--- src/rtl/rmap_rx_arbiter_if.sv ---
// Receive-side bundle of rmap_rx_arbiter: per-channel FWFT FIFO heads and pops,
// plus the merged FWFT output port read by the RMAP target.
interface rmap_rx_arbiter_if #(
  parameter int NUM_CH = 4
);
  logic [9*NUM_CH-1:0] chDataOut;
  logic [NUM_CH-1:0]   chEmpty;
  logic [NUM_CH-1:0]   chReadEnable;
  logic [8:0]          rxDataOut;
  logic                rxEmpty;
  logic                rxReadEnable;

  modport master (
    input  chDataOut, chEmpty, rxReadEnable,
    output chReadEnable, rxDataOut, rxEmpty
  );

  modport slave (
    output chDataOut, chEmpty, rxReadEnable,
    input  chReadEnable, rxDataOut, rxEmpty
  );
endinterface

--- src/rtl/rmap_rx_arbiter.sv ---
// Packet-wise round-robin merge of SpaceWire receive FIFOs with logical-address filtering.
// Define RMAP_RX_TIMEOUT_EN to terminate packets stalled mid-stream with a forced EEP.
module rmap_rx_arbiter #(
  parameter int  NUM_CH         = 4,
  parameter int  TIMEOUT_CYCLES = 1024,
  localparam int CH_W           = $clog2(NUM_CH)
) (
  input  logic                clk,
  input  logic                rst,
  rmap_rx_arbiter_if.master   bus,
  input  logic [7:0]          logicalAddress,
  input  logic                filterEnable,
  output logic [CH_W-1:0]     activeChannel,
  output logic                busy,
  output logic [15:0]         dropCount,
  output logic                timeoutEvent
);

  if (NUM_CH < 2 || NUM_CH > 8 || TIMEOUT_CYCLES < 2) begin : gBadParams
    $error("rmap_rx_arbiter: parameter out of range");
  end

  typedef enum logic [1:0] {IDLE, HEADER, FORWARD, DROP} state_t;

  state_t          state, stateNext;
  logic [CH_W-1:0] grant, grantNext;
  logic [CH_W-1:0] rrPtr, rrPtrNext;
  logic [8:0]      chHead [NUM_CH];
  logic [8:0]      headChar;
  logic            headValid;
  logic            canLoad;
  logic            pop;
  logic            load;
  logic [8:0]      loadData;
  logic            dropInc;
  logic            found;
  int              idx;
  logic [8:0]      hold;
  logic            holdValid;

`ifdef RMAP_RX_TIMEOUT_EN
  localparam int TMO_W = $clog2(TIMEOUT_CYCLES + 1);
  logic [TMO_W-1:0] tmoCnt;
  logic             tmoHit;
  logic             tmoFire;
  assign tmoHit = (tmoCnt == TMO_W'(TIMEOUT_CYCLES));
`endif

  function automatic logic [CH_W-1:0] nextCh(input logic [CH_W-1:0] ch);
    return CH_W'((int'(ch) + 1) % NUM_CH);
  endfunction

  function automatic logic [15:0] satInc(input logic [15:0] v);
    return (v == 16'hFFFF) ? v : v + 16'd1;
  endfunction

  always_comb begin
    for (int i = 0; i < NUM_CH; i++) begin
      chHead[i] = bus.chDataOut[9*i +: 9];
    end
  end

  assign headChar  = chHead[grant];
  assign headValid = !bus.chEmpty[grant];
  // A consumer read frees the register in the same cycle, so a held stream runs at full rate.
  assign canLoad   = !holdValid || bus.rxReadEnable;

  always_comb begin
    stateNext = state;
    grantNext = grant;
    rrPtrNext = rrPtr;
    pop       = 1'b0;
    load      = 1'b0;
    loadData  = headChar;
    dropInc   = 1'b0;
    found     = 1'b0;
    idx       = 0;
`ifdef RMAP_RX_TIMEOUT_EN
    tmoFire   = 1'b0;
`endif
    case (state)
      IDLE: begin
        for (int i = 0; i < NUM_CH; i++) begin
          idx = (int'(rrPtr) + i) % NUM_CH;
          if (!found && !bus.chEmpty[idx]) begin
            found     = 1'b1;
            grantNext = CH_W'(idx);
          end
        end
        if (found) stateNext = HEADER;
      end
      HEADER: begin
        if (headValid) begin
          if (headChar[8]) begin
            pop       = 1'b1;
            dropInc   = 1'b1;
            stateNext = IDLE;
          end else if (filterEnable && (headChar[7:0] != logicalAddress)) begin
            pop       = 1'b1;
            stateNext = DROP;
          end else if (canLoad) begin
            pop       = 1'b1;
            load      = 1'b1;
            stateNext = FORWARD;
          end
        end
      end
      FORWARD: begin
        if (headValid && canLoad) begin
          pop  = 1'b1;
          load = 1'b1;
          if (headChar[8]) stateNext = IDLE;
        end
`ifdef RMAP_RX_TIMEOUT_EN
        else if (tmoHit && canLoad) begin
          load      = 1'b1;
          loadData  = 9'h101;
          tmoFire   = 1'b1;
          stateNext = IDLE;
        end
`endif
      end
      DROP: begin
        if (headValid) begin
          pop = 1'b1;
          if (headChar[8]) begin
            dropInc   = 1'b1;
            stateNext = IDLE;
          end
        end
      end
      default: stateNext = IDLE;
    endcase
    if (stateNext == IDLE && state != IDLE) rrPtrNext = nextCh(grant);
  end

  // Pops are suppressed while reset is held so a partial packet is not consumed during reset.
  always_comb begin
    bus.chReadEnable = '0;
    if (pop && rst) bus.chReadEnable[grant] = 1'b1;
  end

  always_ff @(posedge clk) begin
    if (!rst) begin
      state     <= IDLE;
      grant     <= '0;
      rrPtr     <= '0;
      hold      <= 9'h000;
      holdValid <= 1'b0;
      dropCount <= 16'd0;
    end else begin
      state     <= stateNext;
      grant     <= grantNext;
      rrPtr     <= rrPtrNext;
      if (load) hold <= loadData;
      holdValid <= load || (holdValid && !bus.rxReadEnable);
      if (dropInc) dropCount <= satInc(dropCount);
    end
  end

`ifdef RMAP_RX_TIMEOUT_EN
  always_ff @(posedge clk) begin
    if (!rst) begin
      tmoCnt       <= '0;
      timeoutEvent <= 1'b0;
    end else begin
      timeoutEvent <= tmoFire;
      if (state != FORWARD || pop) tmoCnt <= '0;
      else if (!headValid && !tmoHit) tmoCnt <= tmoCnt + 1'b1;
    end
  end
`else
  assign timeoutEvent = 1'b0;
`endif

  assign bus.rxDataOut = hold;
  assign bus.rxEmpty   = !holdValid;
  assign activeChannel = grant;
  assign busy          = (state != IDLE);

endmodule
--- src/flat_wrapper.sv ---
// flat-port wrapper written by rule: the top's interface ports become plain ports
module rmap_rx_arbiter_flat 
#(
  parameter int  NUM_CH         = 4,
  parameter int  TIMEOUT_CYCLES = 1024,
  localparam int CH_W           = $clog2(NUM_CH)
)
  (clk, rst, logicalAddress, filterEnable, activeChannel, busy, dropCount, timeoutEvent, bus_chDataOut, bus_chEmpty, bus_rxReadEnable, bus_chReadEnable, bus_rxDataOut, bus_rxEmpty);
  rmap_rx_arbiter_if #(.NUM_CH(NUM_CH)) bus_i ();
  input  logic clk;
  input  logic rst;
  input  logic [7:0] logicalAddress;
  input  logic filterEnable;
  output logic [CH_W-1:0] activeChannel;
  output logic busy;
  output logic [15:0] dropCount;
  output logic timeoutEvent;
  input wire logic [$bits(bus_i.chDataOut)-1:0] bus_chDataOut;
  input wire logic [$bits(bus_i.chEmpty)-1:0] bus_chEmpty;
  input wire logic [$bits(bus_i.rxReadEnable)-1:0] bus_rxReadEnable;
  output wire logic [$bits(bus_i.chReadEnable)-1:0] bus_chReadEnable;
  output wire logic [$bits(bus_i.rxDataOut)-1:0] bus_rxDataOut;
  output wire logic [$bits(bus_i.rxEmpty)-1:0] bus_rxEmpty;
  assign bus_i.chDataOut = bus_chDataOut;
  assign bus_i.chEmpty = bus_chEmpty;
  assign bus_i.rxReadEnable = bus_rxReadEnable;
  assign bus_chReadEnable = bus_i.chReadEnable;
  assign bus_rxDataOut = bus_i.rxDataOut;
  assign bus_rxEmpty = bus_i.rxEmpty;
  rmap_rx_arbiter #(.NUM_CH(NUM_CH), .TIMEOUT_CYCLES(TIMEOUT_CYCLES)) u_core (.clk(clk), .rst(rst), .bus(bus_i), .logicalAddress(logicalAddress), .filterEnable(filterEnable), .activeChannel(activeChannel), .busy(busy), .dropCount(dropCount), .timeoutEvent(timeoutEvent));
endmodule
--- config.mk ---
export PLATFORM = sky130hd
export DESIGN_NAME = rmap_rx_arbiter_flat
export DESIGN_NICKNAME = d
export VERILOG_FILES = /design/src/rtl/rmap_rx_arbiter_if.sv /design/src/rtl/rmap_rx_arbiter.sv /design/src/flat_wrapper.sv
export SDC_FILE = /design/constraint.sdc
export NUM_CORES = 1
export LEC_CHECK = 0
export BUFFER_PORTS_ARGS = -buffer_cell sky130_fd_sc_hd__buf_2
export CORE_ASPECT_RATIO = 0.7
export CORE_MARGIN = 5
export CORE_UTILIZATION = 49
export CTS_CLUSTER_DIAMETER = 30
export DETAILED_ROUTE_END_ITERATION = 8
export PLACE_DENSITY = 0.81
export REMOVE_ABC_BUFFERS = 1
export SYNTH_ARGS = -nofsm -noshare
export SYNTH_HDL_FRONTEND = slang
export SYNTH_SLANG_ARGS = --single-unit
--- constraint.sdc ---
create_clock -name clk -period 3.4 [get_ports clk]
set_clock_uncertainty 0.05 [all_clocks]
set_input_delay 0.68 -clock clk [delete_from_list [all_inputs] [get_ports clk]]
set_output_delay 0.68 -clock clk [all_outputs]
set_load 0.05 [all_outputs]
== After elaboration in Yosys (flattened, before gate mapping) ==
Cells that the tools add are included.

* Logic and storage cells: 112
* Register bits: 32
* Input bits: 52

* Add/subtract/negate cells: 5
* Mux-type cells: 54
* Order comparisons: 7
* Reductions and logical operators: 29
* Equal/unequal tests: 6
* Bitwise operators: 5

{| class="wikitable"
|+ Operators with widths
! cell !! count
|-
| $mux 1 || 29
|-
| $mux 2 || 12
|-
| $bmux 9 s2 || 1
|-
| $mux 9 || 2
|-
| $add 16x1->16 const B || 1
|-
| $eq 16x16->1 const B || 1
|-
| $lt 3x4->1 const B || 3
|-
| $bmux 1 s2 || 5
|-
| $logic_and 1x1->1 || 9
|-
| $logic_not 1->1 || 9
|-
| $ne 8x8->1 || 1
|-
| $pmux 2 s4 || 1
|-
| $reduce_or 2->1 || 4
|-
| $lt 2x3->1 const B || 2
|-
| $add 2x1->2 const B || 2
|-
| $add 2x2->2 const B || 2
|-
| $eq 2x2->1 const B || 2
|-
| $logic_not 2->1 || 2
|-
| $mux 4 || 1
|-
| $ne 4x4->1 const B || 1
|-
| $reduce_and 2->1 || 2
|-
| $and 1x1->1 const A || 3
|-
| $ge 3x3->1 const B || 1
|-
| $not 2->3 || 1
|-
| other kinds (8) || 9
|}

== Longest topological paths before layout ==
Gate-level depths: netlist (run 1).

* Depth after elaboration: 22
* Gate-level depth with buffers: 9
* Depth with buffers taken out: 8

== Least setup slack after synthesis (run 1) ==
Ideal clock, no wire load.

* Kind: flip-flop to output port
* Start: register u_core.grant[0] (netlist: u_core.activeChannel[0])
* End: output port bus_chReadEnable[0]
* Slack: 153 ps
* Stages on the path, launching flop included: 8
* Arrival time: 2,517 ps
* Path buffers: 1
* Path through: dfxtp_1 -> buf_6 -> mux4_1 -> xnor2_1 -> nand4_1 -> o21ai_2 -> a21oi_1 -> and2_1

* Cells in the longest elaborated chain, start to end: 12
* Elaborated cells between the ends (all ways): 23
* Classes of those cells: order compare (2); eq/ne (1); mux (14); bitwise (1); reduce/logical (5)

{| class="wikitable"
|+ RTL lines
! element !! RTL line !! text
|-
| start: declaration || rmap_rx_arbiter.sv:26 || <nowiki>logic [CH_W-1:0] grant, grantNext;</nowiki>
|-
| start signal: assignment || rmap_rx_arbiter.sv:153 || <nowiki>grant <= grantNext;</nowiki>
|-
| $not 2->3 (implied by the code) || rmap_rx_arbiter.sv:63 || <nowiki>assign headChar = chHead[grant];</nowiki>
|-
| $bmux 9 s2 || rmap_rx_arbiter.sv:63 ||
|-
| $mux 9 (implied by the code) (2 in a row) || rmap_rx_arbiter.sv:63 ||
|-
| $ne 8x8->1 || rmap_rx_arbiter.sv:98 || <nowiki>end else if (filterEnable && (headChar[7:0] != logicalAddress)) begin</nowiki>
|-
| $logic_and 1x1->1 || rmap_rx_arbiter.sv:98 ||
|-
| $mux 1 || rmap_rx_arbiter.sv:98 ||
|-
| $mux 1 || rmap_rx_arbiter.sv:94 || <nowiki>if (headChar[8]) begin</nowiki>
|-
| $mux 1 || rmap_rx_arbiter.sv:93 || <nowiki>if (headValid) begin</nowiki>
|-
| $pmux 1 s3 || rmap_rx_arbiter.sv:81 || <nowiki>case (state)</nowiki>
|-
| $logic_and 1x1->1 || rmap_rx_arbiter.sv:140 || <nowiki>if (pop && rst) bus.chReadEnable[grant] = 1'b1;</nowiki>
|-
| $mux 4 * || rmap_rx_arbiter.sv:140 ||
|-
| end: declaration || flat_wrapper.sv:21 || <nowiki>output wire logic [$bits(bus_i.chReadEnable)-1:0] bus_chReadEnable;</nowiki>
|}

Every way passes the cells marked *; elsewhere a longest branch is shown, timed or not. The select of a mux whose other input is x is not followed.

== Final worst setup path (run 1) ==
* Start: register u_core.grant[0] (netlist: u_core.activeChannel[0])
* End: output port bus_chReadEnable[1]

The elaborated chain is that of the path after synthesis.

==> flow_metrics.py, run 1 <==
metrics = {
    "logic_synthesis": {
        "ys_top_cells_by_area": "dfxtp_1 30%, mux4_1 9.8%, ha_1 5.8%",
        "synth-edff-count": 0,
        "yosysTopAreaCell": "dfxtp_1",
        "synth_mux_area_frac": 0.170,
        "yosysUniqueCellTypes": 43,
        "ys_warn_count": 0,
        "postSynthCellCount": 227,
        "synth-xor-area-share": 0.0897,
        "netlist_area_sq_mm": 0.00215,
        "ys.flop_type": "dfxtp_1",
        "yosys.area_share.simple": 0.253,
        "synth_seq_area_share": 0.298,
        "yosysTopAreaCellShare": 0.298,
        "ys_async_sr_fraction": 0,
        "synth_top_family_by_area": "simple AND/OR/NAND/NOR gates",
        "ys_ff_latch": 32,
        "syn_area_per_cell_sq_um": 9.46,
        "synth-compound-area-share": 0.0868,
        "synthTopCellsByCount": "32 x dfxtp_1, 17 x nand2_1, 16 x and2_1, 14 x nor2b_1, 12 x xnor2_1",
        "synth-adder-area-share": 0.0582,
        "yosysMostFrequentCell": "dfxtp_1",
    },
    "clock_network": {
        "numCtsBuffers": 5,
        "cts-root-buf": "clkbuf_8",
        "cts_sinks": 32,
        "cts_hold_buf": 0,
        "clk_latency_ns": 0.29,
        "clk_pin_slew_worst_paths_ns": 0.07,
        "clock_path_buffers": 2,
        "cts_tree": "done",
        "htree_levels": 2,
    },
    "timing": {
        "timing.final.crit_share": 0.957,
        "worst_pin_slew_ns": 1.13,
        "fmax_mhz": 307,
        "drv_slew": 0,
        "setup_violations": 0,
        "relSlewSlack": 0.246,
        "setup_tns_ns": 0,
        "layout_min_cycle_time_ns": 3.25,
        "rsz0062_at_grt": "no",
        "hold_violations": 0,
    },
    "grt": {
        "track_usage": 0.185,
        "first_global_vias": 1868,
        "grt_pass1_wl_mm": 8.47,
        "antenna_found_initial": 0,
        "grt_max_degree": 35,
        "grt_remaining_overflow": 0,
    },
    "die": {
        "die_y_um": 65.4,
        "io_pins": 86,
        "row_count": 20,
        "die_area_sq_mm": 0.00583,
        "core_area_sq_mm": 0.00428,
        "die_w_um": 89.1,
        "start_util": 0.502,
    },
    "hold_path": {
        "hold_depth": 2,
        "min_path_type": "flip-flop to flip-flop",
        "worstHoldStart": "u_core.bus.rxDataOut[8]$_SDFFE_PN0P_",
    },
    "setup_path": {
        "crit_fanout": 15,
        "worstPathRequired_ns": 2.67,
        "path_class": "flip-flop to output port",
        "cp-end-kind": "output port",
        "max_stage_delay_ns": 0.61,
        "r2r_cells": 8,
        "cp_cell_sequence": "buf_6 -> mux4_1 -> xnor2_1 -> nand4_1 -> o21ai_2 -> a21oi_2 -> and2_1 -> buf_2",
        "crit_buf_inv": 2,
        "startpoint_type": "flip-flop",
        "crit_start": "u_core.activeChannel[0]$_SDFFE_PN0P_",
        "r2r_start": "u_core.activeChannel[0]$_SDFFE_PN0P_",
        "crit_cells": 8,
        "worst_path_max_delay_cell": "mux4_1",
        "worstPathArrival_ns": 2.52,
        "cp_top_family": "multiplexers",
    },
    "pwr": {
        "p_leak_nw": 1.28,
        "power_switching_uw": 303,
        "finalPower_uw": 957,
        "swShare": 0.316,
        "comb_power_share": 0.298,
        "clock_power_share": 0.287,
        "p_seq_frac": 0.415,
        "internal_power_uw": 654,
        "irDropWorstVdd_mv": 0.246,
        "p_per_area_mw_per_mm2": 355,
    },
    "detailed_routing": {
        "wire_per_inst_um": 13.9,
        "first_iter_violations": 56,
        "drt-total-wl_mm": 5.11,
        "via_count": 1970,
        "drtAntennaViolNets": 0,
        "drc": 0,
        "drtPass1Iterations": 4,
        "avgViaCountPerCell": 5.34,
    },
    "cells_and_area": {
        "fin_nets": 375,
        "syn2layout_area_growth_pct": 25.6,
        "multi_input_area_sq_mm": 0.00142,
        "fillers": 359,
        "layout-drive-gt1-share": 0.329,
        "seqCellArea_sq_um": 641,
    },
    "placed_design": {
        "routabilityCongestion": 0.909,
        "port_buffers": 84,
        "hpwl_mm": 3.99,
    },
    "job": {
        "cap_violations": 0,
    },
    "outcome": {
        "status": "complete, no violations",
    },
}
cell type report:
cell class                      instances  share of cell area
Multi-Input combinational cell        176               0.526
Timing Repair Buffer                   87               0.166
Antenna cell                            1            0.000928
Clock inverter                          1             0.00186
Tap cell                               55              0.0255
Inverter                               11              0.0153
Sequential cell                        32               0.237
Clock buffer                            6              0.0269
metrics by stage:
stage | utilization | instances | instance area (sq um) | worst slack [ns] | hold slack, ns
2_1_floorplan | - | 219 | 2100 | 0.0745 | 0.417
3_3_place_gp | 0.610 | 361 | 2610 | 0.235 | 0.418
3_5_place_dp | 0.610 | 361 | 2610 | 0.214 | 0.437
4_1_cts | 0.628 | 368 | 2690 | 0.0412 | 0.445
5_1_grt | 0.630 | 368 | 2700 | 0.0473 | 0.456
6_report | 0.630 | 369 | 2700 | 0.146 | 0.445
state kept, by name, indices dropped and copies added (netlist names):
register and flops:
u_core.dropCount 16, u_core.activeChannel 2, u_core.holdValid 1, u_core.state 2, u_core.bus.rxDataOut 9, u_core.rrPtr 2
worst reg2reg max path: cells and delay by family (launching register included):
| kind | cells | cell delay [ns] |
|---|---|---|
| DFF | 1 | 0.33 |
| buffers and inverters | 1 | 0.19 |
| AOI/OAI and AO/OA | 2 | 1.00 |
| xor gates and xnor gates | 1 | 0.16 |
| muxes | 2 | 0.95 |
| and+or+nand+nor | 2 | 0.19 |
cell families (layout without fill, tap and decap cells):
kind of cell	count (synthesis)	in the layout
compound gates	26	26
xor+xnor	22	22
fa+ha+maj	10	10
buf+inv	19	105
flops	32	32
mux	21	21
other cells	1	2
simple gates	96	96
power groups by stage:
stage / registers (mW) / logic (mW) / clock network (mW)
floorplan: 0.432 / 0.174 / 0
global placement: 0.404 / 0.279 / 0
detailed placement: 0.405 / 0.282 / 0
CTS: 0.396 / 0.284 / 0.282
global route: 0.398 / 0.313 / 0.297
finish: 0.397 / 0.285 / 0.275
repair_timing:
item / in CTS / in global routing
endpoints found under the setup margin: 0 / 4
setup buffers: 0 / 0
resized for setup: 0 / 2
routing by layer:
| metal | share of wire | global-route usage |
|---|---|---|
| met5 | 0 | 0 |
| met4 | 0.012 | 0.0558 |
| met3 | 0.10 | 0.0564 |
| met2 | 0.43 | 0.281 |
| met1 | 0.46 | 0.251 |
path summary, 6_finish.rpt:
kind / endpoint / slack [ns]
worst max-delay path: bus_chReadEnable[1] / 0.15
worst min-delay path: u_core.bus.rxDataOut[8]$_SDFFE_PN0P_ / 0.45
worst max register to register: u_core.bus.rxDataOut[5]$_SDFFE_PN0P_ / 0.43
worst min register to register: u_core.bus.rxDataOut[8]$_SDFFE_PN0P_ / 0.45
layout by cell type (no fill, tap or decap), types with 3 or more instances in the layout:
cell type  Yosys  layout
xnor2_1       12      12
mux2i_1       11      11
mux4_1         8       8
nor2_1         9       9
a21oi_1        6       5
and2_1        16      16
clkbuf_8       0       5
nor3_1         9       9
nor2b_1       14      14
xor2_1        10      10
nand3_1        8       8
a21boi_0       4       4
nand2_1       17      17
inv_1         11      11
ha_1          10      10
nor4_1         3       3
nand4_1        8       8
buf_2          1      84
o21ai_0        6       6
dfxtp_1       32      32
Note: power is estimated with default switching activity, not from simulation.
==> run 2: changes to the inputs <==
- CORE_UTILIZATION: 49 -> 44
- PLACE_DENSITY: 0.81 -> 0.77
- clock period: 3.4 -> 2.75 ns (I/O delays scaled with it)
==> run 2 against run 1 <==
Effect of this change:
- the flow now finishes with violations (setup timing)
- count of clock-buffer cells in the layout increased by 2
- power increased by 34%
- cell count rose by 7.6%
- setup slack worse by 0.28 ns
- critical path depth unchanged
- global-route usage is 0.56 points lower
- wire length up 8.3%
- largest power group unchanged
==> flow_metrics.py, run 2 (synthesis results as in run 1) <==
metrics = {
    "clock_network": {
        "clock_path_buffers": 2,
        "htree_levels": 2,
        "clk_pin_slew_worst_paths_ns": 0.07,
        "clk_latency_ns": 0.29,
        "cts_hold_buf": 0,
        "cts_sinks": 32,
        "numCtsBuffers": 5,
        "cts_tree": "done",
        "cts-root-buf": "clkbuf_8",
    },
    "pwr": {
        "power_switching_uw": 407,
        "comb_power_share": 0.318,
        "swShare": 0.317,
        "p_leak_nw": 1.36,
        "internal_power_uw": 874,
        "clock_power_share": 0.297,
        "p_seq_frac": 0.384,
        "p_per_area_mw_per_mm2": 442,
        "irDropWorstVdd_mv": 0.290,
    },
    "detailed_routing": {
        "via_count": 1999,
        "drc": 0,
        "avgViaCountPerCell": 5.04,
        "drt-total-wl_mm": 5.54,
        "wire_per_inst_um": 13.9,
        "drtPass1Iterations": 4,
        "first_iter_violations": 83,
        "drtAntennaViolNets": 0,
    },
    "timing": {
        "layout_min_cycle_time_ns": 2.88,
        "timing.final.crit_share": 1.05,
        "holdWs_ns": 0.436,
        "timing.final.ws_setup_ns": -0.134,
        "rsz0062_at_grt": "yes",
        "drv_slew": 0,
        "fmax_mhz": 347,
        "setup_violations": 4,
        "hold_violations": 0,
    },
    "setup_path": {
        "path_class": "flip-flop to output port",
        "cp-end-kind": "output port",
        "worstPathArrival_ns": 2.28,
        "max_stage_delay_ns": 0.55,
        "r2r_start": "u_core.activeChannel[0]$_SDFFE_PN0P_",
        "r2r_cells": 10,
        "cp_top_family": "multiplexers",
        "cpMostUsedCell": "buf_8",
        "worstPathRequired_ns": 2.15,
        "cp_cell_sequence": "buf_8 -> mux4_2 -> xnor2_2 -> nand4_1 -> o21ai_2 -> a21oi_4 -> and2_4 -> buf_8",
        "crit_cells": 8,
        "startpoint_type": "flip-flop",
        "rrSetupSlack_ns": 0.11,
        "crit_buf_inv": 2,
        "worst_path_max_delay_cell": "mux4_2",
        "crit_fanout": 6,
        "r2r_end": "u_core.rrPtr[0]$_SDFFE_PN0P_",
    },
    "die": {
        "core_area_sq_mm": 0.00476,
        "io_pins": 86,
        "start_util": 0.452,
        "die_w_um": 93.5,
        "row_count": 21,
        "die_y_um": 68.5,
        "die_area_sq_mm": 0.00640,
    },
    "cells_and_area": {
        "utilization": 0.610,
        "syn2layout_area_growth_pct": 35.0,
        "largest_reg_flops": 16,
        "final_common_cell": "buf_2",
        "fin_nets": 389,
        "fillers": 405,
        "diodes": 0,
        "layout-drive-gt1-share": 0.415,
        "max_flop_register": "u_core.dropCount",
        "final_cell_mix": "80 x buf_2, 31 x dfxtp_1, 17 x nand2_1",
    },
    "hold_path": {
        "min_path_type": "flip-flop to flip-flop",
        "hold_end": "u_core.bus.rxDataOut[8]$_SDFFE_PN0P_",
        "hold_depth": 2,
        "worstHoldStart": "u_core.bus.rxDataOut[8]$_SDFFE_PN0P_",
    },
    "grt": {
        "antenna_found_initial": 0,
        "track_usage": 0.179,
        "grt_remaining_overflow": 0,
        "grt_pass1_wl_mm": 9.00,
        "grt_max_degree": 35,
        "first_global_vias": 1985,
    },
    "placed_design": {
        "port_buffers": 84,
        "hpwl_mm": 4.10,
        "routabilityCongestion": 0.818,
    },
    "job": {
        "cap_violations": 0,
    },
    "outcome": {
        "status": "complete, but fails checks",
        "violations": "setup timing",
    },
}
-- run 2: cell types whose count changed in the layout (fill, tap and decap cells not counted), sizes merged --
cell,delta
buf,+14
clkinv,-1
clkbuf,+2
diode,-1
-- run 2: power groups by stage --
stage / Combinational [mW] / Clock [mW] / Sequential [mW]
after floorplan: 0.216 / 0 / 0.534
after global placement: 0.362 / 0 / 0.500
after detailed placement: 0.370 / 0 / 0.501
after CTS: 0.391 / 0.387 / 0.492
after global routing: 0.442 / 0.409 / 0.494
final: 0.408 / 0.381 / 0.492
-- run 2: final cells by class --
cell class              instances  area, sq um  share of cell area
inverters                      11         41.3              0.0142
clock buffers                   8         90.1              0.0311
flip-flops and latches         32          644               0.222
multi-input cells             176         1450               0.500
repair buffers                101          588               0.203
well taps                      69         86.3              0.0298
-- run 2: repair_timing --
| action | CTS | global route |
|---|---|---|
| pin swaps | 8 | 6 |
| buffers inserted | 1 | 1 |
| gates cloned | 1 | 0 |
| setup endpoints to repair | 4 | 7 |
| gates resized for setup | 24 | 12 |
-- run 2: worst max-delay path by stage --
stage,endpoint,startpoint
after floorplan,bus_chReadEnable[0],u_core.activeChannel[0]$_SDFFE_PN0P_
after global placement,bus_chReadEnable[1],bus_chDataOut[15]
after detailed placement,bus_chReadEnable[1],bus_chDataOut[15]
after CTS,bus_chReadEnable[2],u_core.activeChannel[0]$_SDFFE_PN0P_
after global routing,bus_chReadEnable[3],u_core.activeChannel[0]$_SDFFE_PN0P_
final,bus_chReadEnable[0],u_core.activeChannel[0]$_SDFFE_PN0P_
-- run 2: per-stage QoR --
stage,instances,TNS [ns],setup slack [ns],instance area [sq um],total power [mW]
final,397,-0.527,-0.134,2900,1.28
after detailed placement,386,-0.678,-0.185,2710,0.870
after global placement,386,-0.457,-0.130,2710,0.862
after global routing,397,-0.893,-0.224,2900,1.35
after CTS,396,-0.640,-0.167,2850,1.27
after floorplan,219,-7.25,-0.445,2100,0.750
-- run 2: routing by layer --
metal	wire (um)	GRT usage	up-vias
met2	2430	0.287	96
li1	-	-	994
met3	505	0.0538	11
met5	0	0	-
met4	89	0.0695	0
met1	2510	0.230	898
-- run 2: worst min-delay path: cells and delay by family (launching register included) --
family / cells / cell delay (ns)
AO/OA/AOI/OAI: 1 / 0.07
flip-flops: 1 / 0.32
AND/OR/NAND/NOR: 1 / 0.06
